===== src/rtl/scan_pkg.sv =====
// Shared types and constants for the scan test controller.
// Imported by the interface, the phase counter and the top.
package scan_pkg;

  typedef enum logic [2:0] {
    S_IDLE,
    S_SHIFT_IN,
    S_CAPTURE,
    S_SHIFT_OUT,
    S_DONE
  } scan_state_t;

  localparam int FAIL_CNT_W = 8;
  localparam logic [FAIL_CNT_W-1:0] FAIL_CNT_MAX = 8'd255;

  // Bits needed to hold a phase length minus one.
  function automatic int cnt_width(int a, int b);
    int m;
    m = (a > b) ? a : b;
    return (m < 2) ? 1 : $clog2(m);
  endfunction

endpackage


===== src/rtl/scan_ctrl_if.sv =====
// Request/result and scan-port bundle of scan_ctrl.
// master: pattern source plus chain; slave: the controller.
interface scan_ctrl_if
  import scan_pkg::*;
#(
  parameter int CHAIN_LEN = 4
);
  logic                  start;
  logic [CHAIN_LEN-1:0]  pattern;
  logic [CHAIN_LEN-1:0]  expected;
  logic [CHAIN_LEN-1:0]  mask;
  logic                  busy;
  logic                  done;
  logic                  pass;
  logic [CHAIN_LEN-1:0]  response;
  logic [FAIL_CNT_W-1:0] fail_cnt;
  logic                  SE;
  logic                  scan_in;
  logic                  scan_out;

  modport master (
    output start, pattern, expected, mask,
    output scan_out,
    input  busy, done, pass, response,
    input  fail_cnt, SE, scan_in
  );

  modport slave (
    input  start, pattern, expected, mask,
    input  scan_out,
    output busy, done, pass, response,
    output fail_cnt, SE, scan_in
  );
endinterface


===== src/rtl/scan_phase_cnt.sv =====
// Loadable down-counter timing each scan phase.
// tc_o is high once the count has reached zero.
module scan_phase_cnt #(
  parameter int W = 3
) (
  input  logic         clk,
  input  logic         reset,
  input  logic         load_i,
  input  logic [W-1:0] val_i,
  output logic         tc_o
);

  logic [W-1:0] cnt_q;
  logic [W-1:0] cnt_d;

  always_comb begin
    cnt_d = cnt_q;
    if (load_i) begin
      cnt_d = val_i;
    end else if (cnt_q != '0) begin
      cnt_d = cnt_q - 1'b1;
    end
  end

  always_ff @(posedge clk) begin
    if (!reset) begin
      cnt_q <= '0;
    end else begin
      cnt_q <= cnt_d;
    end
  end

  assign tc_o = (cnt_q == '0);

endmodule


===== src/rtl/scan_ctrl.sv =====
// Scan test controller: shift-in, capture, shift-out, compare.
// Drives SE/scan_in from registers; samples scan_out in SHIFT_OUT.
module scan_ctrl
  import scan_pkg::*;
#(
  parameter int CHAIN_LEN      = 4,
  parameter int CAPTURE_CYCLES = 1
) (
  input  logic        clk,
  input  logic        reset,
  scan_ctrl_if.slave  bus
);

  localparam int CW = cnt_width(CHAIN_LEN, CAPTURE_CYCLES);
  localparam logic [CW-1:0] SHIFT_LAST = CW'(CHAIN_LEN - 1);
  localparam logic [CW-1:0] CAP_LAST = CW'(CAPTURE_CYCLES - 1);

  localparam int N = CHAIN_LEN;

  scan_state_t state_q, state_d;
  logic se_q, se_d;
  logic sin_q, sin_d;
  logic [N-1:0] sh_q, sh_d;
  logic [N-1:0] exp_q, exp_d;
  logic [N-1:0] mask_q, mask_d;
  logic [N-1:0] resp_q, resp_d;
  logic pass_q, pass_d;
  logic [FAIL_CNT_W-1:0] fail_q, fail_d;
  logic cnt_load;
  logic [CW-1:0] cnt_val;
  logic tc;

  scan_phase_cnt #(
    .W(CW)
  ) u_cnt (
    .clk   (clk),
    .reset (reset),
    .load_i(cnt_load),
    .val_i (cnt_val),
    .tc_o  (tc)
  );

  always_comb begin
    state_d  = state_q;
    sh_d     = sh_q;
    exp_d    = exp_q;
    mask_d   = mask_q;
    resp_d   = resp_q;
    pass_d   = pass_q;
    fail_d   = fail_q;
    cnt_load = 1'b0;
    cnt_val  = SHIFT_LAST;
    unique case (state_q)
      S_IDLE: begin
        if (bus.start) begin
          state_d  = S_SHIFT_IN;
          sh_d     = bus.pattern;
          exp_d    = bus.expected;
          mask_d   = bus.mask;
          resp_d   = '0;
          pass_d   = 1'b0;
          cnt_load = 1'b1;
          cnt_val  = SHIFT_LAST;
        end
      end
      S_SHIFT_IN: begin
        if (tc) begin
          state_d  = S_CAPTURE;
          cnt_load = 1'b1;
          cnt_val  = CAP_LAST;
        end else begin
          sh_d = {sh_q[N-2:0], 1'b0};
        end
      end
      S_CAPTURE: begin
        if (tc) begin
          state_d  = S_SHIFT_OUT;
          cnt_load = 1'b1;
          cnt_val  = SHIFT_LAST;
        end
      end
      S_SHIFT_OUT: begin
        resp_d = {resp_q[N-2:0], bus.scan_out};
        if (tc) begin
          state_d = S_DONE;
          pass_d  = (((resp_d ^ exp_q) & mask_q) == '0);
          if (!pass_d && fail_q != FAIL_CNT_MAX) begin
            fail_d = fail_q + 1'b1;
          end
        end
      end
      S_DONE: begin
        state_d = S_IDLE;
      end
      default: begin
        state_d = S_IDLE;
      end
    endcase
  end

  // Scan port is registered, so it follows the state being entered.
  assign se_d  = (state_d == S_SHIFT_IN) ||
                 (state_d == S_SHIFT_OUT);
  assign sin_d = (state_d == S_SHIFT_IN) & sh_d[N-1];

  always_ff @(posedge clk) begin
    if (!reset) begin
      state_q <= S_IDLE;
      se_q    <= 1'b0;
      sin_q   <= 1'b0;
      sh_q    <= '0;
      exp_q   <= '0;
      mask_q  <= '0;
      resp_q  <= '0;
      pass_q  <= 1'b0;
      fail_q  <= '0;
    end else begin
      state_q <= state_d;
      se_q    <= se_d;
      sin_q   <= sin_d;
      sh_q    <= sh_d;
      exp_q   <= exp_d;
      mask_q  <= mask_d;
      resp_q  <= resp_d;
      pass_q  <= pass_d;
      fail_q  <= fail_d;
    end
  end

  assign bus.SE       = se_q;
  assign bus.scan_in  = sin_q;
  assign bus.busy     = (state_q != S_IDLE);
  assign bus.done     = (state_q == S_DONE);
  assign bus.pass     = pass_q;
  assign bus.response = resp_q;
  assign bus.fail_cnt = fail_q;

endmodule


===== src/flat_wrapper.sv =====
// flat-port wrapper written by rule: the top's interface ports become plain ports
module scan_ctrl_flat import scan_pkg::*;
#(
  parameter int CHAIN_LEN      = 4,
  parameter int CAPTURE_CYCLES = 1
)
  (clk, reset, bus_start, bus_pattern, bus_expected, bus_mask, bus_scan_out, bus_busy, bus_done, bus_pass, bus_response, bus_fail_cnt, bus_SE, bus_scan_in);
  scan_ctrl_if #(.CHAIN_LEN(CHAIN_LEN)) bus_i ();
  input  logic clk;
  input  logic reset;
  input wire logic [$bits(bus_i.start)-1:0] bus_start;
  input wire logic [$bits(bus_i.pattern)-1:0] bus_pattern;
  input wire logic [$bits(bus_i.expected)-1:0] bus_expected;
  input wire logic [$bits(bus_i.mask)-1:0] bus_mask;
  input wire logic [$bits(bus_i.scan_out)-1:0] bus_scan_out;
  output wire logic [$bits(bus_i.busy)-1:0] bus_busy;
  output wire logic [$bits(bus_i.done)-1:0] bus_done;
  output wire logic [$bits(bus_i.pass)-1:0] bus_pass;
  output wire logic [$bits(bus_i.response)-1:0] bus_response;
  output wire logic [$bits(bus_i.fail_cnt)-1:0] bus_fail_cnt;
  output wire logic [$bits(bus_i.SE)-1:0] bus_SE;
  output wire logic [$bits(bus_i.scan_in)-1:0] bus_scan_in;
  assign bus_i.start = bus_start;
  assign bus_i.pattern = bus_pattern;
  assign bus_i.expected = bus_expected;
  assign bus_i.mask = bus_mask;
  assign bus_i.scan_out = bus_scan_out;
  assign bus_busy = bus_i.busy;
  assign bus_done = bus_i.done;
  assign bus_pass = bus_i.pass;
  assign bus_response = bus_i.response;
  assign bus_fail_cnt = bus_i.fail_cnt;
  assign bus_SE = bus_i.SE;
  assign bus_scan_in = bus_i.scan_in;
  scan_ctrl #(.CHAIN_LEN(CHAIN_LEN), .CAPTURE_CYCLES(CAPTURE_CYCLES)) u_core (.clk(clk), .reset(reset), .bus(bus_i));
endmodule

===== config.mk =====
export PLATFORM = sky130hd
export DESIGN_NAME = scan_ctrl_flat
export DESIGN_NICKNAME = d
export VERILOG_FILES = /design/src/rtl/scan_pkg.sv /design/src/rtl/scan_ctrl_if.sv /design/src/rtl/scan_phase_cnt.sv /design/src/rtl/scan_ctrl.sv /design/src/flat_wrapper.sv
export SDC_FILE = /design/constraint.sdc
export NUM_CORES = 1
export LEC_CHECK = 0
export ABC_AREA = 1
export CAP_MARGIN = 20
export CORE_ASPECT_RATIO = 0.75
export CORE_MARGIN = 1
export CORE_UTILIZATION = 35
export DETAILED_ROUTE_END_ITERATION = 10
export HOLD_SLACK_MARGIN = 0.06
export PLACE_DENSITY_LB_ADDON = 0.1
export SETUP_SLACK_MARGIN = 0.2
export SYNTH_ARGS = -nofsm -noshare
export SYNTH_HDL_FRONTEND = slang
export SYNTH_SLANG_ARGS = --single-unit

===== constraint.sdc =====
create_clock -name clk -period 2.8 [get_ports clk]
set_input_delay 0.42 -clock clk [delete_from_list [all_inputs] [get_ports clk]]
set_output_delay 0.42 -clock clk [all_outputs]
set_load 0.03 [all_outputs]

==> summary.md <==
| Metric | Value |
|---|---|
| Int Power | `between 800 and 900 uW` |
| Maximum root-to-sink buffer count | `2` |
| Core area | `0.00380 sq mm` |
| Finished Core Util | `0.498` |
| Placement Rows | `19` |
| Post-layout min period | `1.99 ns` |
| Hpwl dp | `2300 microns` |
| Avg Vias per Cell | `4.66` |
| F_max | `around 0.50 GHz` |
| Iteration count of the initial detailed-routing pass | `4` |
| CTS root buffer | `clkbuf_8` |
| Net switching power | `438 uW` |
| Bufs and invs on worst path | `2` |
| Synth Warn # | `0` |
| Worst hold path depth | `2` |
| Routability cong. | `0.724` |
| Data required, critical path | `2.38 ns` |
| Peak per-stage delay on the critical path | `0.66 ns` |
| Port-buffer cells | `32` |
| Worst IR Drop VDD | `264 uV` |
| Worst Path Max Fanout | `6` |
| Largest net degree at the start of global routing | `27` |
| Clock transition at path regs | `0.06 ns` |
| Post-CTS resize count | `0` |
| Num CTS Buffers | `5` |
| Worst slew margin | `0.784` |
| Drt drc | `0` |
| Reg2Reg Depth | `7` |
| Wire per inst | `11.0 microns` |
| Commonest non-fill, non-tap cell in the layout | `nand2_1` |
| Register-to-Register Setup Slack | `1.18 ns` |
| Hold path endpoint | `u_core.mask_q[0]` |
| Startpoint types | `flip-flop` |
| Synth-to-Final Area Change | `30.8%` |
| Setup-failing EPs final | `0` |
| CTS tree | `built` |
| #FFs+latches synth | `31` |
| Leakage | `0.000777 uW` |
| Post-route ant nets | `0` |
| Final Slew Violations | `0` |
| Syn Area/Cell | `6.99 sq um` |
| Fin Clk Skew | `just under 0.007 ns` |
| Gate power share | `0.295` |
| R2r startpoint | `u_core.u_cnt.cnt_q[0]` |
| Syn Std Cell Area | `0.00145 sq mm` |
| Die width | `76.3 microns` |
| Crit-path slowest cell | `clkdlybuf4s50_1` |
| Global-route usage over all layers | `0.161` |
| Initial DRC count | `96` |
| Seq pwr share | `0.436` |
| Post-route setup TNS | `0 ns` |
| GRT overflow | `0` |
| HP Start | `u_core.mask_q[0]` |
| Worst Setup Path Type | `reg -> out` |
| WL final | `3240 microns` |
| Syn Inst Count | `207` |
| Switching power share of the total | `0.350` |
| Die height | `57.7 microns` |
| Run status | `finished clean` |
| Hold buffer count at cts | `0` |
| Hold Path Class | `reg -> reg` |
| Syn Nets | `225` |
| Unrepaired setup endpoints after global routing | `false` |
| Clk pwr share | `0.270` |
| Pwr per Cell Area | `660 mW/mm^2` |
| Initial Utilization | `0.381` |
| Net count, final | `260` |
| Antenna violations before repair | `0` |
| Die ar. | `0.00440 sq mm` |
| Layout cell share with drive strength beyond 1 | `0.0658` |
| Global-route wire length before repair | `about 5400 microns` |
| Part of the Yosys area used for sequential elements | `0.429` |
| CP Cell Sequence | `inv_1 > nand2_1 > clkdlybuf4s50_1` |
| Ports | `33` |
| Max-Cap Viols | `0` |
| Clock Latency Late Sink | `0.29 ns` |
| Overall power | `1250 uW` |
| Commonest non-fill, non-tap cells in the layout | `nand2_1, clkdlybuf4s50_1, dfxtp_1` |
| Vias | `1,375` |
| Unique masters post-synth | `26` |
| Post-CTS Setup Bufs | `0` |
| R2r endpoint | `u_core.bus.fail_cnt[6]` |
| Period utilization | `0.711` |
| Pin slew with the least headroom to its limit | `around 0.32 ns` |
| Vias in the first global route | `1,148` |
| Worst path top cell family by delay | `buffers and inverters` |
| Final hold violations | `0` |
| WP data arrival | `1.57 ns` |
| Htree depth | `2` |
| Worst Setup End Kind | `output pin` |
| CTS sink cnt | `31` |
| Antenna Diode Count | `0` |
==> metrics by stage <==
stage | std cells | cell area, sq um | setup WS, ns | hold slack (ns)
final | 295 | 1890 | 0.808 | 0.468
after global routing | 295 | 1890 | 0.726 | 0.486
after CTS | 295 | 1890 | 0.800 | 0.468
after detailed placement | 287 | 1810 | 0.960 | 0.460
after global placement | 287 | 1810 | 0.948 | 0.458
after floorplan | 207 | 1450 | 1.24 | 0.439
==> worst max path at each step <==
stage	cells past startpoint	start	endpoint	slack [ns]
floorplan	7	u_core.bus.fail_cnt[0]	u_core.bus.fail_cnt[3]	1.24
global placement	6	bus_start	u_core.sh_q[1]	0.95
detailed placement	6	bus_start	u_core.sh_q[1]	0.96
CTS	3	u_core.state_q[0]	bus_busy	0.80
global route	3	u_core.state_q[0]	bus_busy	0.73
finish	3	u_core.state_q[0]	bus_busy	0.81
==> flip-flops by register name, summed over array words and instances, names as in the netlist <==
name                 flops
u_core.state_q           3
u_core.sh_q              3
u_core.bus.response      4
u_core.exp_q             4
u_core.u_cnt.cnt_q       2
u_core.bus.SE            1
u_core.mask_q            4
u_core.bus.pass          1
u_core.bus.scan_in       1
u_core.bus.fail_cnt      8
==> power by group through the flow <==
stage / clock network [uW] / registers, uW / logic (uW)
after detailed placement: 0 / 553 / 370
after global placement: 0 / 554 / 369
after global routing: 375 / 554 / 414
after floorplan: 0 / 567 / 253
final: 337 / 544 / 368
after CTS: 348 / 544 / 371
==> final cells by class <==
| class | instances | area, sq um |
|---|---|---|
| clock inverter | 1 | 5.00 |
| timing repair buffer | 33 | 328 |
| inverter | 24 | 90.1 |
| fill | 407 | 1910 |
| multi-input combinational | 147 | 708 |
| tap | 52 | 65.1 |
| sequential | 31 | 621 |
| clock buffer | 7 | 76.3 |
==> cell families after synthesis <==
group,count (synthesis),synth area share
flops,31,0.429
simple gates,106,0.315
fa+ha+maj,2,0.0173
compound gates,36,0.138
xor+xnor,3,0.0182
buf+inv,29,0.0821
==> metal layers <==
metal | global-route usage | up-vias | share of wire
met2 | 0.202 | 31 | 0.37
met1 | 0.236 | 603 | 0.55
met5 | 0 | - | 0
met3 | 0.0693 | 6 | 0.061
li1 | - | 735 | -
met4 | 0.0659 | 0 | 0.014
==> synthesized netlist by cell type <==
library cell  count  area share
inv_1            21       0.054
ha_1              2       0.017
dfxtp_1          31        0.43
buf_6             1      0.0078
o31ai_1           1      0.0052
nand3_1          17       0.059
clkinv_1          1      0.0026
nand4_2           1      0.0086
nor3_1            1      0.0035
inv_2             2      0.0052
a31oi_1           5       0.022
o21ai_0           7       0.024
buf_2             2      0.0069
xnor2_1           2       0.012
clkbuf_1          2      0.0052
nand3_2           1      0.0069
nor2_1           13       0.034
nand4_1           1      0.0043
a21oi_1          22       0.076
a21oi_4           1       0.011
nand2_1          67        0.17
xor2_1            1      0.0061
nor2_2            2      0.0086
nand2_2           1      0.0043
nand2_4           1      0.0078
nand3b_1          1      0.0052
==> worst min-delay path, delay by kind of cell (launching register included) <==
| family | cells | cell delay, ns |
|---|---|---|
| compound gates | 1 | 0.05 |
| flops | 1 | 0.31 |
| simple gates | 1 | 0.06 |
(Power assumes the default switching activity.)
